$ cat src/rtl/fb_write_arbiter_pkg.sv
// Shared framebuffer definitions: screen geometry, colour constants used by
// the drawing engines, and the arbiter state encoding.
package fb_pkg;

  localparam int SCREEN_W = 160;
  localparam int SCREEN_H = 120;
  localparam int COORD_W  = 11;
  localparam int COLOUR_W = 3;
  localparam int ADDR_W   = 15;

  localparam logic [COLOUR_W-1:0] BLACK   = 3'b000;
  localparam logic [COLOUR_W-1:0] MAGENTA = 3'b101;

  // GRANT0_PRIO: client 0 wins a tie (client 1 was granted last).
  // GRANT1_PRIO: client 1 wins a tie (client 0 was granted last).
  typedef enum logic {
    GRANT0_PRIO = 1'b0,
    GRANT1_PRIO = 1'b1
  } arb_state_e;

  // Row-major linear address, truncated to the framebuffer address width.
  function automatic logic [ADDR_W-1:0] lin_addr(input logic [COORD_W-1:0] x,
                                                 input logic [COORD_W-1:0] y);
    return ADDR_W'(32'(y) * 32'(SCREEN_W) + 32'(x));
  endfunction

endpackage

$ cat src/rtl/fb_write_arbiter_slot.sv
// One-entry holding register for a single client's pixel request.
// A load on the same edge as a drain wins, so the slot stays full with the
// new pixel.
module fb_req_slot
  import fb_pkg::*;
(
  input  logic                clock,
  input  logic                reset_n,
  input  logic                i_load,
  input  logic                i_drain,
  input  logic [COORD_W-1:0]  i_x,
  input  logic [COORD_W-1:0]  i_y,
  input  logic [COLOUR_W-1:0] i_colour,
  output logic                o_full,
  output logic [COORD_W-1:0]  o_x,
  output logic [COORD_W-1:0]  o_y,
  output logic [COLOUR_W-1:0] o_colour
);

  logic                r_full;
  logic [COORD_W-1:0]  r_x;
  logic [COORD_W-1:0]  r_y;
  logic [COLOUR_W-1:0] r_colour;

  // Capture on load, empty on drain when not refilled.
  always_ff @(posedge clock or negedge reset_n) begin
    if (!reset_n) begin
      r_full   <= 1'b0;
      r_x      <= '0;
      r_y      <= '0;
      r_colour <= '0;
    end else if (i_load) begin
      r_full   <= 1'b1;
      r_x      <= i_x;
      r_y      <= i_y;
      r_colour <= i_colour;
    end else if (i_drain) begin
      r_full   <= 1'b0;
    end
  end

  assign o_full   = r_full;
  assign o_x      = r_x;
  assign o_y      = r_y;
  assign o_colour = r_colour;

endmodule

$ cat src/rtl/fb_write_arbiter.sv
// Two-client round-robin pixel write arbiter with off-screen clipping.
// Handshake: a request transfers on a rising edge where reqN_valid and
// reqN_ready are both high; reqN_ready depends only on internal state
// (slot empty, or slot being granted this cycle) and never on reqN_valid.
// Pipeline: slot -> P1 (grant) -> registered framebuffer write.
module fb_write_arbiter
  import fb_pkg::*;
(
  input  logic                clock,
  input  logic                reset_n,
  input  logic [COORD_W-1:0]  req0_x,
  input  logic [COORD_W-1:0]  req0_y,
  input  logic [COLOUR_W-1:0] req0_colour,
  input  logic                req0_valid,
  output logic                req0_ready,
  input  logic [COORD_W-1:0]  req1_x,
  input  logic [COORD_W-1:0]  req1_y,
  input  logic [COLOUR_W-1:0] req1_colour,
  input  logic                req1_valid,
  output logic                req1_ready,
  output logic [ADDR_W-1:0]   fb_addr,
  output logic [COLOUR_W-1:0] fb_data,
  output logic                fb_wren,
  output logic [7:0]          clip_count,
  output logic                busy,
  output arb_state_e          arb_state
);

  logic                w_full0, w_full1;
  logic [COORD_W-1:0]  w_x0, w_y0, w_x1, w_y1;
  logic [COLOUR_W-1:0] w_c0, w_c1;
  logic                w_grant0, w_grant1;
  logic                w_load0, w_load1;
  logic                w_in_range;

  arb_state_e          r_state;
  logic                r_p1_valid;
  logic [COORD_W-1:0]  r_p1_x, r_p1_y;
  logic [COLOUR_W-1:0] r_p1_colour;
  logic                r_fb_wren;
  logic [ADDR_W-1:0]   r_fb_addr;
  logic [COLOUR_W-1:0] r_fb_data;
  logic [7:0]          r_clip_count;

  // Tie goes to the client favoured by the current priority state.
  assign w_grant0 = w_full0 & (!w_full1 | (r_state == GRANT0_PRIO));
  assign w_grant1 = w_full1 & (!w_full0 | (r_state == GRANT1_PRIO));

  assign req0_ready = !w_full0 | w_grant0;
  assign req1_ready = !w_full1 | w_grant1;
  assign w_load0    = req0_valid & req0_ready;
  assign w_load1    = req1_valid & req1_ready;

  fb_req_slot u_slot0 (
    .clock    (clock),
    .reset_n  (reset_n),
    .i_load   (w_load0),
    .i_drain  (w_grant0),
    .i_x      (req0_x),
    .i_y      (req0_y),
    .i_colour (req0_colour),
    .o_full   (w_full0),
    .o_x      (w_x0),
    .o_y      (w_y0),
    .o_colour (w_c0)
  );

  fb_req_slot u_slot1 (
    .clock    (clock),
    .reset_n  (reset_n),
    .i_load   (w_load1),
    .i_drain  (w_grant1),
    .i_x      (req1_x),
    .i_y      (req1_y),
    .i_colour (req1_colour),
    .o_full   (w_full1),
    .o_x      (w_x1),
    .o_y      (w_y1),
    .o_colour (w_c1)
  );

  // Priority FSM: after a grant, the other client gets the next tie.
  always_ff @(posedge clock or negedge reset_n) begin
    if (!reset_n) begin
      r_state <= GRANT0_PRIO;
    end else begin
      case (r_state)
        GRANT0_PRIO: if (w_grant0) r_state <= GRANT1_PRIO;
        GRANT1_PRIO: if (w_grant1) r_state <= GRANT0_PRIO;
        default:     r_state <= GRANT0_PRIO;
      endcase
    end
  end

  // P1: holds the granted pixel for one cycle ahead of the clip/address stage.
  always_ff @(posedge clock or negedge reset_n) begin
    if (!reset_n) begin
      r_p1_valid  <= 1'b0;
      r_p1_x      <= '0;
      r_p1_y      <= '0;
      r_p1_colour <= '0;
    end else begin
      r_p1_valid <= w_grant0 | w_grant1;
      if (w_grant0) begin
        r_p1_x      <= w_x0;
        r_p1_y      <= w_y0;
        r_p1_colour <= w_c0;
      end else if (w_grant1) begin
        r_p1_x      <= w_x1;
        r_p1_y      <= w_y1;
        r_p1_colour <= w_c1;
      end
    end
  end

  // Unsigned compare, so negative coordinates wrap large and are clipped.
  assign w_in_range = (r_p1_x < COORD_W'(SCREEN_W)) & (r_p1_y < COORD_W'(SCREEN_H));

  // Output stage: single-cycle write strobe, or count a clipped pixel.
  always_ff @(posedge clock or negedge reset_n) begin
    if (!reset_n) begin
      r_fb_wren    <= 1'b0;
      r_fb_addr    <= '0;
      r_fb_data    <= '0;
      r_clip_count <= '0;
    end else begin
      r_fb_wren <= 1'b0;
      if (r_p1_valid) begin
        if (w_in_range) begin
          r_fb_wren <= 1'b1;
          r_fb_addr <= lin_addr(r_p1_x, r_p1_y);
          r_fb_data <= r_p1_colour;
        end else if (r_clip_count != 8'hFF) begin
          r_clip_count <= r_clip_count + 8'd1;
        end
      end
    end
  end

  assign fb_wren    = r_fb_wren;
  assign fb_addr    = r_fb_addr;
  assign fb_data    = r_fb_data;
  assign clip_count = r_clip_count;
  assign busy       = w_full0 | w_full1 | r_p1_valid | r_fb_wren;
  assign arb_state  = r_state;

endmodule

$ cat config.mk
export PLATFORM = sky130hd
export DESIGN_NAME = fb_write_arbiter
export DESIGN_NICKNAME = d
export VERILOG_FILES = /design/src/rtl/fb_write_arbiter_pkg.sv /design/src/rtl/fb_write_arbiter_slot.sv /design/src/rtl/fb_write_arbiter.sv
export SDC_FILE = /design/constraint.sdc
export NUM_CORES = 1
export LEC_CHECK = 0
export ABC_AREA = 0
export CAP_MARGIN = 10
export CORE_UTILIZATION = 52
export CTS_CLUSTER_SIZE = 24
export DETAILED_ROUTE_END_ITERATION = 8
export DONT_BUFFER_PORTS = 1
export PLACE_DENSITY_LB_ADDON = 0.2
export RECOVER_POWER = 25
export SETUP_SLACK_MARGIN = 0.3
export SLEW_MARGIN = 0
export SYNTH_ARGS = -nofsm -noshare
export SYNTH_HDL_FRONTEND = slang
export SYNTH_HIERARCHICAL = 1
export SYNTH_SLANG_ARGS = --single-unit
$ cat constraint.sdc
create_clock -name clock -period 7.8 [get_ports clock]
set_input_delay 1.56 -clock clock [delete_from_list [all_inputs] [get_ports clock]]
set_output_delay 1.56 -clock clock [all_outputs]
set_load 0.02 [all_outputs]
Yosys cells after proc, flatten, opt, wreduce, memory -nomap -nowiden
Index checks and enable logic that the tools add are counted.
{"block": "word_totals", "reg_bits": 106, "input_bits": 54, "n_memories": 0, "latch_bits": 0, "out_inout_bits": 31, "rom_bits": 0, "mem_bits_rw": 0}
{"block": "op_classes", "n_eq_ne": 1, "n_mul": 1, "n_lt_le_gt_ge": 2, "n_addsub": 2, "bitwise": 15, "shifts": 0, "n_div": 0, "mux": 15, "reduce_logical": 7}
{"op": "11-bit 2-to-1 mux", "count": 4}
{"op": "15-bit by 11-bit adder with 15-bit output", "count": 1}
{"op": "11-bit by 7-bit less-than comparator with 1-bit output (second input constant)", "count": 1}
{"op": "11-bit by 8-bit less-than comparator with 1-bit output (second input constant)", "count": 1}
{"op": "11-bit by 3-bit multiplier with 10-bit output (second input constant)", "count": 1}
{"op": "8-bit by 1-bit adder with 8-bit output (second input constant)", "count": 1}
{"op": "1-bit 2-to-1 mux", "count": 8}
{"op": "8-bit != test (second input constant)", "count": 1}
{"op": "1-bit bitwise OR", "count": 8}
{"op": "3-bit 2-to-1 mux", "count": 2}
{"op": "2-bit nonzero test", "count": 3}
{"op": "1-bit AND", "count": 5}
{"op": "3-bit AND reduction", "count": 1}
{"op": "1-bit logical NOT", "count": 2}
{"op": "1-bit NOT", "count": 2}
{"op": "1-bit one-hot mux with 2 select lines", "count": 1}
{"op": "2-bit AND reduction", "count": 1}

Depth between registers and ports, before layout
{"block": "logic_depth", "depth_word": 6, "depth_mapped": 10, "ltp_nobuf": 10}

By module
The synthesis kept the hierarchy.
{"module": "fb_write_arbiter", "n_inst": 1, "seq_area_each_um2": 1351.3, "cells_each": 339, "area_each_um2": 3174.3}
{"module": "fb_req_slot", "n_inst": 2, "seq_area_each_um2": 650.6, "cells_each": 56, "area_each_um2": 1066.0}

Least setup slack after synthesis
Ideal clock, no wire load.
{"block": "synth_timing", "kind": "reg-to-output", "from": "reg u_slot0.r_full, in the netlist u_slot0/o_full", "to": "out busy", "path_slack_ns": 5.068, "t_arrival_ns": 1.172, "path_stages_with_launch": 4, "path_cell_list": "dfrtp_1 -> buf_2 -> or2_2 -> or3_1"}
{"block": "synth_between", "elab_chain_cells": 3}
{"item": "start: declaration", "line_no": "fb_write_arbiter_slot.sv:20", "rtl": "logic r_full;"}
{"item": "start signal: assignment", "line_no": "fb_write_arbiter_slot.sv:28", "rtl": "r_full <= 1'b0;"}
{"item": "start signal: assignment", "line_no": "fb_write_arbiter_slot.sv:33", "rtl": "r_full <= 1'b1;"}
{"item": "start signal: assignment", "line_no": "fb_write_arbiter_slot.sv:38", "rtl": "r_full <= 1'b0;"}
{"item": "1-bit bitwise OR (3 in series)", "line_no": "fb_write_arbiter.sv:144", "rtl": "assign busy = w_full0 | w_full1 | r_p1_valid | r_fb_wren;"}
{"item": "end: declaration", "line_no": "fb_write_arbiter.sv:25", "rtl": "output logic busy,"}
Every way passes these cells.

Final worst setup path
{"block": "layout_timing", "from": "reg r_state, in the netlist arb_state", "to": "out req1_ready"}
{"block": "layout_between", "elab_chain_cells": 3}
{"item": "start: declaration", "line_no": "fb_write_arbiter.sv:36", "rtl": "arb_state_e r_state;"}
{"item": "start signal: assignment", "line_no": "fb_write_arbiter.sv:85", "rtl": "r_state <= GRANT0_PRIO;"}
{"item": "start signal: assignment", "line_no": "fb_write_arbiter.sv:88", "rtl": "GRANT0_PRIO: if (w_grant0) r_state <= GRANT1_PRIO;"}
{"item": "start signal: assignment", "line_no": "fb_write_arbiter.sv:89", "rtl": "GRANT1_PRIO: if (w_grant1) r_state <= GRANT0_PRIO;"}
{"item": "1-bit bitwise OR", "line_no": "fb_write_arbiter.sv:47", "rtl": "assign w_grant1 = w_full1 & (!w_full0 | (r_state == GRANT1_PRIO));"}
{"item": "1-bit AND", "line_no": "fb_write_arbiter.sv:47"}
{"item": "1-bit bitwise OR", "line_no": "fb_write_arbiter.sv:50", "rtl": "assign req1_ready = !w_full1 | w_grant1;"}
{"item": "end: declaration", "line_no": "fb_write_arbiter.sv:20", "rtl": "output logic req1_ready,"}
Every way passes these cells.

==> reports/results.ini <==
[placement]
gp_congestion=0.8149
place_hpwl_mm=6.676
post-place-ws_ns=4.482
io_buffers=0

[cts]
insertion_delay_ns=0.36
cts-root-buf=clkbuf_8
clockBufferDepth=2
cts_tree=done
clock-sinks=106
cts_resized=0
cts_setup_buffers=0
holdBufCountCts=0
htree_levels=3
path_clk_slew_ns=0.10
cts_made_buffers=9

[die]
die_h_um=103.0
io_pins=85
core_um2=9819
die-width_um=103.0
rows=36
start_util=0.5404
dieArea_um2=10610

[drt]
drt-pass1-iter-count=4
drt-total-wl_mm=10.09
dr.first_iter.drc_count=141
route.detailed.drc=0
via_count=3298
vias_per_cell=5.716
post_drt_wl_per_cell_um=17.48
ant_nets=0

[sta]
slew_headroom=0.3309
fmax_mhz=270.4
worst_slack_ns=4.102
drv_slew=0
fin_skew_ns=0.008319
setup_viol=0
hold_violations=0
rsz0062_at_grt=false
finalSetupTns_ns=0
period_share=0.4741
max_slew.worst_pin.slew_ns=1.001
min_period_ns=3.698

[worst_setup_path]
rr_startpoint=arb_state
critPathArrivalTime_ns=2.14
regToRegSetupSlack_ns=4.68
r2r_cells=4
path_max_fanout=28
worstPathRequired_ns=6.24
endpoint_kind=output pin
r2r_end=u_slot1/o_y[10]
crit_type=reg -> out
cp-start-kind=flop

[logic_synthesis]
yosys-top-cells-count=dfrtp_1 (106), mux2_4 (39), inv_1 (35)
synth_warnings=6
synth_seq_area_share=0.4999
yosysTopAreaCell=dfrtp_1
synth.most_common_cell=dfrtp_1
syn_inst=451
syn_area_per_cell_um2=11.77
ys.flop_type=dfrtp_1
synthArstFlopShare=1.000
synth_edf_count=0
synth_cell_types=46
yosys-top-cells-area=dfrtp_1 (50%), mux2_4 (11%), ha_1 (4.7%)
synth_area_um2=5306
synth_fp_nets=527
ys_ff_latch=106
synth.top_cell.area_share=0.4999

[grt]
grt_overflow=0
grt_pass1_vias=3312
antenna_found_initial=0
grt_start_max_net_pins=107
grt_usage=0.2067
grt_pass1_wl_mm=16.66

[cells_and_area]
layout.nets=515
final.fill_count=854
drive_gt1_frac=0.2095
final_util=0.5614
antenna_cells=0
area_delta_synth_final_pct=3.891

[outcome]
outcome=finished clean

[job]
cap_violations=0

[pwr]
ir_drop_uv=208.6
power.total_mw=2.915
powerDensity_nw_per_um2=528.9
leakagePower_nw=2.552

[worst_hold_path]
hold_class=reg -> reg
hold_path_depth=1
hold_path.startpoint=r_p1_colour[2]
whs_endpoint=fb_data[2]

-- state kept, by name (all words and copies together) (netlist names), 8 cells and up --
signal,flops
clip_count,8
fb_addr,15
r_p1_x,11
r_p1_y,11
u_slot0/o_x,11
u_slot0/o_y,11
u_slot1/o_x,11
u_slot1/o_y,11
-- cell usage in the layout (no fill, tap or decap), drive strengths merged, types with 3 or more instances in the layout --
cell type | Yosys | layout
a21o | 5 | 5
a21oi | 26 | 26
a31oi | 25 | 25
and3 | 4 | 4
clkbuf | 15 | 10
clkinv | 1 | 3
dfrtp | 106 | 106
ha | 20 | 20
inv | 35 | 36
mux2 | 60 | 60
nand2 | 18 | 18
nand3 | 5 | 5
nand4 | 4 | 4
nor2 | 29 | 29
nor2b | 3 | 3
o21ai | 15 | 15
o22ai | 26 | 26
xnor2 | 9 | 9
xor2 | 9 | 9
-- critical path, stage by stage (launching register included) --
cell and delay [ns]:
dfrtp_1 0.51, clkinv_1 0.74, nand3_1 0.53
-- cells by family after synthesis --
kind of cell	Yosys count	synth area share
AO/OA/AOI/OAI	107	0.1221
flip-flops	106	0.4999
AND/OR/NAND/NOR	77	0.07734
buffers and inverters	61	0.06130
multiplexers	60	0.1549
adder cells (fa/ha/maj)	22	0.05470
XOR/XNOR	18	0.02971
-- power breakdown --
part	leakage (nW)	internal (mW)	total [mW]	switching, mW
registers	1.27	0.792	1.05	0.262
clock network	0.101	0.161	0.354	0.193
logic	1.18	0.710	1.51	0.798
total	2.55	1.66	2.92	1.25
-- through the flow --
step	hold slack (ns)	std cells	area, um2
after floorplan	0.4479	451	5306
after global placement	0.4908	561	5301
after detailed placement	0.4921	561	5301
after CTS	0.5171	577	5513
after global routing	0.5319	577	5513
final	0.5156	577	5513
-- cell type report --
| type | instances | area, um2 | area share |
|---|---|---|---|
| clock buffer | 10 | 137.6 | 0.02497 |
| clock inverter | 6 | 73.82 | 0.01339 |
| inverter | 36 | 135.1 | 0.02451 |
| multi-input combinational | 284 | 2331 | 0.4228 |
| sequential | 106 | 2654 | 0.4814 |
| tap | 133 | 166.4 | 0.03019 |
| timing repair buffer | 2 | 15.01 | 0.002724 |
-- how the worst max path moves through the flow --
stage,startpoint,end,slack (ns),cells past startpoint
global placement,arb_state,req1_ready,4.48,2
floorplan,u_slot0/o_full,busy,5.07,3
detailed placement,arb_state,req1_ready,4.48,2
CTS,arb_state,req1_ready,4.07,2
global route,arb_state,req1_ready,3.95,2
finish,arb_state,req1_ready,4.10,2
-- routing by layer --
layer  vias to the layer above  track usage  part of all wire
met5                         -            0                 0
met4                         0      0.06609             0.015
met3                        11      0.04407             0.055
met2                        80       0.3221              0.47
met1                      1636       0.2898              0.46
li1                       1571            -                 -
Note: power is estimated with default switching activity, not from simulation.
